## src/rtl/tpu_job_scheduler.sv

```systemverilog
// tpu_job_scheduler: buffers GEMM job descriptors in a small FIFO, launches them one at a time
// on the TPU (in_valid pulse, busy start/finish tracking) and returns a tagged completion
// record per job. Zero-dimension jobs are rejected without touching the TPU.
// Optional feature: define TPU_SCHED_WATCHDOG_EN to add a TIMEOUT_W-bit busy watchdog.
module tpu_job_scheduler #(
    parameter int unsigned DEPTH     = 4,
    parameter int unsigned TIMEOUT_W = 20
) (
    input  logic                     clk,
    input  logic                     rst_n,
    input  logic                     cmd_valid,
    output logic                     cmd_ready,
    input  logic [9:0]               cmd_K,
    input  logic [12:0]              cmd_M,
    input  logic [8:0]               cmd_N,
    input  logic [31:0]              cmd_offset,
    input  logic [3:0]               cmd_tag,
    input  logic                     flush,
    output logic                     tpu_in_valid,
    output logic [9:0]               tpu_K,
    output logic [12:0]              tpu_M,
    output logic [8:0]               tpu_N,
    output logic [31:0]              tpu_offset,
    input  logic                     tpu_busy,
    output logic                     done_valid,
    input  logic                     done_ready,
    output logic [3:0]               done_tag,
    output logic                     done_err,
    output logic [$clog2(DEPTH):0]   queue_level,
    output logic                     idle,
    output logic [15:0]              jobs_done
);

    localparam int unsigned PTR_W = $clog2(DEPTH);
    localparam logic [PTR_W:0] DEPTH_CNT = (PTR_W + 1)'(DEPTH);

    typedef enum logic [2:0] {
        StIdle,
        StLaunch,
        StWaitStart,
        StWaitDone,
        StReport,
        StGap
    } state_e;

    state_e state_q;

    logic [9:0]  fifo_k   [DEPTH];
    logic [12:0] fifo_m   [DEPTH];
    logic [8:0]  fifo_n   [DEPTH];
    logic [31:0] fifo_off [DEPTH];
    logic [3:0]  fifo_tag [DEPTH];

    logic [PTR_W-1:0] wr_ptr_q, rd_ptr_q;
    logic [PTR_W:0]   count_q;
    // Low while in reset so cmd_ready reads 0 until the first clock after release.
    logic             ready_en_q;

    logic       job_zero_q;
    logic [3:0] job_tag_q;

    logic full, empty, push, pop, head_zero;

`ifdef TPU_SCHED_WATCHDOG_EN
    logic [TIMEOUT_W-1:0] wd_cnt_q;
    logic                 wd_expired;
    assign wd_expired = (wd_cnt_q == {TIMEOUT_W{1'b1}});
`else
    logic unused_timeout_w;
    assign unused_timeout_w = ^TIMEOUT_W;
`endif

    assign full      = (count_q == DEPTH_CNT);
    assign empty     = (count_q == '0);
    assign cmd_ready = ready_en_q && !full && !flush;
    assign push      = cmd_valid && cmd_ready;
    // Flush wins over a pop so the queue is empty the cycle after flush.
    assign pop       = (state_q == StIdle) && !empty && !flush;
    assign head_zero = (fifo_k[rd_ptr_q] == '0) || (fifo_m[rd_ptr_q] == '0) ||
                       (fifo_n[rd_ptr_q] == '0);

    assign queue_level = count_q;
    assign idle        = empty && (state_q == StIdle);

    // FIFO payload storage; written on push, no reset needed.
    always_ff @(posedge clk) begin
        if (push) begin
            fifo_k[wr_ptr_q]   <= cmd_K;
            fifo_m[wr_ptr_q]   <= cmd_M;
            fifo_n[wr_ptr_q]   <= cmd_N;
            fifo_off[wr_ptr_q] <= cmd_offset;
            fifo_tag[wr_ptr_q] <= cmd_tag;
        end
    end

    // FIFO pointers and occupancy; flush discards queued entries only.
    always_ff @(posedge clk) begin
        if (!rst_n) begin
            wr_ptr_q   <= '0;
            rd_ptr_q   <= '0;
            count_q    <= '0;
            ready_en_q <= 1'b0;
        end else begin
            ready_en_q <= 1'b1;
            if (flush) begin
                wr_ptr_q <= '0;
                rd_ptr_q <= '0;
                count_q  <= '0;
            end else begin
                if (push) wr_ptr_q <= wr_ptr_q + PTR_W'(1);
                if (pop)  rd_ptr_q <= rd_ptr_q + PTR_W'(1);
                if (push && !pop) begin
                    count_q <= count_q + (PTR_W + 1)'(1);
                end else if (!push && pop) begin
                    count_q <= count_q - (PTR_W + 1)'(1);
                end
            end
        end
    end

    // Job FSM with registered TPU launch and completion-record outputs.
    always_ff @(posedge clk) begin
        if (!rst_n) begin
            state_q      <= StIdle;
            tpu_in_valid <= 1'b0;
            tpu_K        <= '0;
            tpu_M        <= '0;
            tpu_N        <= '0;
            tpu_offset   <= '0;
            done_valid   <= 1'b0;
            done_tag     <= '0;
            done_err     <= 1'b0;
            jobs_done    <= '0;
            job_zero_q   <= 1'b0;
            job_tag_q    <= '0;
`ifdef TPU_SCHED_WATCHDOG_EN
            wd_cnt_q     <= '0;
`endif
        end else begin
            case (state_q)
                StIdle: begin
                    if (pop) begin
                        job_tag_q  <= fifo_tag[rd_ptr_q];
                        job_zero_q <= head_zero;
                        // Rejected jobs leave the TPU-facing fields untouched.
                        if (!head_zero) begin
                            tpu_K        <= fifo_k[rd_ptr_q];
                            tpu_M        <= fifo_m[rd_ptr_q];
                            tpu_N        <= fifo_n[rd_ptr_q];
                            tpu_offset   <= fifo_off[rd_ptr_q];
                            tpu_in_valid <= 1'b1;
                        end
                        state_q <= StLaunch;
                    end
                end
                StLaunch: begin
                    tpu_in_valid <= 1'b0;
                    if (job_zero_q) begin
                        done_valid <= 1'b1;
                        done_tag   <= job_tag_q;
                        done_err   <= 1'b1;
                        state_q    <= StReport;
                    end else begin
`ifdef TPU_SCHED_WATCHDOG_EN
                        wd_cnt_q <= '0;
`endif
                        state_q  <= StWaitStart;
                    end
                end
                StWaitStart: begin
`ifdef TPU_SCHED_WATCHDOG_EN
                    if (tpu_busy) begin
                        wd_cnt_q <= wd_cnt_q + TIMEOUT_W'(1);
                        state_q  <= StWaitDone;
                    end else if (wd_expired) begin
                        done_valid <= 1'b1;
                        done_tag   <= job_tag_q;
                        done_err   <= 1'b1;
                        state_q    <= StReport;
                    end else begin
                        wd_cnt_q <= wd_cnt_q + TIMEOUT_W'(1);
                    end
`else
                    if (tpu_busy) state_q <= StWaitDone;
`endif
                end
                StWaitDone: begin
                    if (!tpu_busy) begin
                        done_valid <= 1'b1;
                        done_tag   <= job_tag_q;
                        done_err   <= 1'b0;
                        state_q    <= StReport;
`ifdef TPU_SCHED_WATCHDOG_EN
                    end else if (wd_expired) begin
                        done_valid <= 1'b1;
                        done_tag   <= job_tag_q;
                        done_err   <= 1'b1;
                        state_q    <= StReport;
                    end else begin
                        wd_cnt_q <= wd_cnt_q + TIMEOUT_W'(1);
`endif
                    end
                end
                StReport: begin
                    if (done_ready) begin
                        done_valid <= 1'b0;
                        jobs_done  <= jobs_done + 16'd1;
                        state_q    <= StGap;
                    end
                end
                StGap: begin
`ifdef TPU_SCHED_WATCHDOG_EN
                    // A timed-out TPU may still be busy; hold off until it lets go.
                    if (!tpu_busy) state_q <= StIdle;
`else
                    state_q <= StIdle;
`endif
                end
                default: state_q <= StIdle;
            endcase
        end
    end

endmodule

```

## config.mk

```make
export PLATFORM = sky130hd
export DESIGN_NAME = tpu_job_scheduler
export DESIGN_NICKNAME = d
export VERILOG_FILES = /design/src/rtl/tpu_job_scheduler.sv
export SDC_FILE = /design/constraint.sdc
export NUM_CORES = 1
export LEC_CHECK = 0
export CORE_ASPECT_RATIO = 0.7
export CORE_MARGIN = 2
export CORE_UTILIZATION = 60
export CTS_CLUSTER_DIAMETER = 200
export DETAILED_ROUTE_END_ITERATION = 7
export DONT_BUFFER_PORTS = 1
export HOLD_SLACK_MARGIN = 0.03
export PLACE_DENSITY = 0.76
export SETUP_SLACK_MARGIN = 0.3
export SLEW_MARGIN = 15
export SYNTH_ARGS = -nofsm -noshare
export SYNTH_HDL_FRONTEND = slang
export SYNTH_SLANG_ARGS = --single-unit
```

## constraint.sdc

```tcl
create_clock -name clk -period 7.5 [get_ports clk]
set_input_delay 1.125 -clock clk [delete_from_list [all_inputs] [get_ports clk]]
set_output_delay 1.125 -clock clk [all_outputs]
set_load 0.01 [all_outputs]
```

==> results.json <==
{
  "rows": 46,
  "p_sw_uw": 819,
  "fillCellCount": 1512,
  "cts_buffer_depth": 3,
  "holdBufCountCts": 0,
  "min_delay_path_depth": 2,
  "cellLeakagePower_uw": 0.00536,
  "overflow": 0,
  "hold_class": "register to register",
  "maxCapViolCount": 0,
  "tightest_slew_ns": 1.12,
  "track_usage": 0.210,
  "cp.arrival_ns": 4.05,
  "cpMostUsedCell": "buf_4",
  "critPathCaptureType": "register",
  "ys.flop_type": "edfxtp_1",
  "p_sw_frac": 0.196,
  "fin_setup_tns_ns": 0,
  "post-route-period-util": 0.486,
  "drt_iter0_drc": 509,
  "dieArea_mm2": 0.0249,
  "area_delta_synth_final_pct": 9.65,
  "cts_made_buffers": 36,
  "htreeDepth": 2,
  "cp_cell_sequence": "buf_4 > mux4_2 > nor3_1 > nand4_1 > nand3_4 > buf_4 > mux2i_1",
  "cts_tree": "yes",
  "grt_first_pass_wirelength_um": 40100,
  "grt_pass1_vias": 7197,
  "ys_warn_count": 0,
  "seqPwrFrac": 0.550,
  "via_per_inst": 5.92,
  "slowest_stage": "buf_4",
  "grt_max_degree": 162,
  "synth_edf_count": 272,
  "firstDrtPassIters": 7,
  "clock_latency_ns": 0.50,
  "ctsResizeCount": 0,
  "syn_nets": 919,
  "io_pins": 166,
  "synth.largest_area_cell": "edfxtp_1",
  "start_util": 0.618,
  "whs_ns": 0.480,
  "antenna_cells": 0,
  "syn_avg_cell_area_um2": 16.9,
  "clockRootBuffer": "clkbuf_16",
  "nNetsFinal": 919,
  "internal_power_uw": 3360,
  "drv_slew": 0,
  "cpPeakStageDelay_ns": 0.77,
  "antenna_found_initial": 0,
  "die_y_um": 133,
  "io_buffer_count": 0,
  "synth_area_mm2": 0.0142,
  "start_kind": "register",
  "setup_viol": 0,
  "crit_required_ns": 7.91,
  "worstPathMaxFanout": 48,
  "synthArstFlopShare": 0,
  "ir_worst_vdd_v": 0.000246,
  "clkPwrFrac": 0.417,
  "cts.sinks": 377,
  "slew_headroom": 0.256,
  "synth-seq-cells": 377,
  "post-cts-setup-buffers": 0,
  "comb_power_share": 0.033,
  "timing.fmax_ghz": 0.275,
  "utilization": 0.678,
  "vias": 6958,
  "status": "completed",
  "wl_per_cell_um": 22.0,
  "drc": 0,
  "hpwl_um": 15500,
  "period_needed_ns": 3.64,
  "synth_top_cell_area_share": 0.577,
  "rsz0062_at_grt": "no",
  "crit_type": "register to register",
  "skew_ns": 0.0147,
  "synth.area.top_cells": "edfxtp_1, dfxtp_1, mux4_2",
  "synthDistinctLibCells": 40,
  "synthCells": 838,
  "wirelength_um": 25900,
  "p_per_area_mw_per_mm2": 269,
  "clk_pin_slew_ns": 0.06,
  "drive_gt1_frac": 0.148,
  "ant_nets": 0,
  "die_x_um": 188,
  "total_power_uw": 4180,
  "coreArea_mm2": 0.0229,
  "gp_congestion": 0.836,
  "rr_worst_depth": 7,
  "seq_area_frac_synth": 0.725,
  "hold_violations": 0
}
==> cell usage in the layout (no fill, tap or decap), drive strengths merged, types with 2 or more instances in the layout <==
master | synthesis | routed
or3 | 7 | 7
and2 | 13 | 13
a21oi | 3 | 3
o21ai | 9 | 9
inv | 10 | 10
edfxtp | 272 | 272
nor4 | 6 | 6
xor2 | 6 | 6
nor2 | 12 | 12
ha | 6 | 6
mux2i | 71 | 71
buf | 20 | 5
dfxtp | 105 | 105
bufinv | 0 | 3
xnor2 | 9 | 9
nand3 | 5 | 5
nor2b | 6 | 6
nor3b | 2 | 2
clkbuf | 23 | 52
a21boi | 9 | 9
nand2 | 144 | 144
mux4 | 68 | 68
o21a | 2 | 2
clkinv | 1 | 10
nand4 | 6 | 6
a31oi | 2 | 2
nor3 | 6 | 6
and3 | 8 | 8
==> kinds of logic after synthesis <==
group,count (synthesis),share of synthesized area
and+or+nand+nor,218,0.0687
AOI/OAI and AO/OA,28,0.0130
DFF,377,0.725
buffers and inverters,54,0.0186
adders and majority gates,7,0.00672
xor gates and xnor gates,15,0.00928
muxes,139,0.158
==> final cells by class <==
type | instances | area, um^2 | area share
Clock buffer | 52 | 992 | 0.0639
Clock inverter | 12 | 138 | 0.00886
Inverter | 11 | 41.3 | 0.00266
Multi-Input combinational cell | 407 | 3650 | 0.235
Sequential cell | 377 | 10300 | 0.662
Tap cell | 312 | 390 | 0.0251
Timing Repair Buffer | 5 | 37.5 | 0.00242
==> critical path, delay by kind of cell, from the launching register on <==
kind	cells	cell delay (ns)
buffers and inverters	2	1.28
and+or+nand+nor	3	1.01
muxes	2	0.90
DFF	1	0.31
==> power groups by stage <==
stage	combinational [uW]	clock [uW]	sequential [uW]
after detailed placement	140	0	2340
after global routing	151	1850	2300
after floorplan	130	0	2330
after CTS	140	1770	2300
final	138	1740	2300
after global placement	135	0	2340
==> cells in the mapped netlist (7+ instances only) <==
library cell  number
xnor2_1            9
edfxtp_1         272
clkbuf_1          23
and2_1            13
mux2i_1           71
buf_1              7
nor2_1            12
inv_1              9
nand2_1          144
dfxtp_1          105
mux4_2            68
or3_1              7
and3_1             8
a21boi_1           9
o21ai_1            7
==> sequential cells by signal, indices dropped and copies added, names as in the netlist, named ones only <==
signal and flops:
fifo_n 36, tpu_M 13, wr_ptr_q 2, rd_ptr_q 2
job_zero_q 1, fifo_k 40, state_q 3, tpu_in_valid 1
done_valid 1, tpu_offset 32, done_tag 4, job_tag_q 4
fifo_m 52, tpu_K 10, ready_en_q 1, fifo_tag 16
jobs_done 16, tpu_N 9, queue_level 3, fifo_off 128
done_err 1
==> metal layers <==
metal	up-vias	part of all wire	GRT usage
met4	0	0.013	0.0477
met2	221	0.48	0.343
met3	34	0.10	0.0817
li1	3162	-	-
met1	3541	0.40	0.270
met5	-	0	0
==> final timing paths <==
kind | start | endpoint | slack [ns]
worst max register to register | register | tpu_offset[6] | 3.86
worst min register to register | job_tag_q[0] | job_tag_q[0] | 0.48
worst max-delay path | register | tpu_offset[6] | 3.86
worst min-delay path | job_tag_q[0] | job_tag_q[0] | 0.48
==> through the flow <==
| step | setup WS, ns | instance area (um^2) | instances |
|---|---|---|---|
| global route | 3.59 | 15500 | 1176 |
| detailed placement | 3.90 | 14400 | 1112 |
| finish | 3.86 | 15500 | 1176 |
| CTS | 3.85 | 15500 | 1176 |
| floorplan | 3.93 | 14200 | 838 |
| global placement | 3.98 | 14400 | 1112 |
Power figures use the tool's default switching activity.
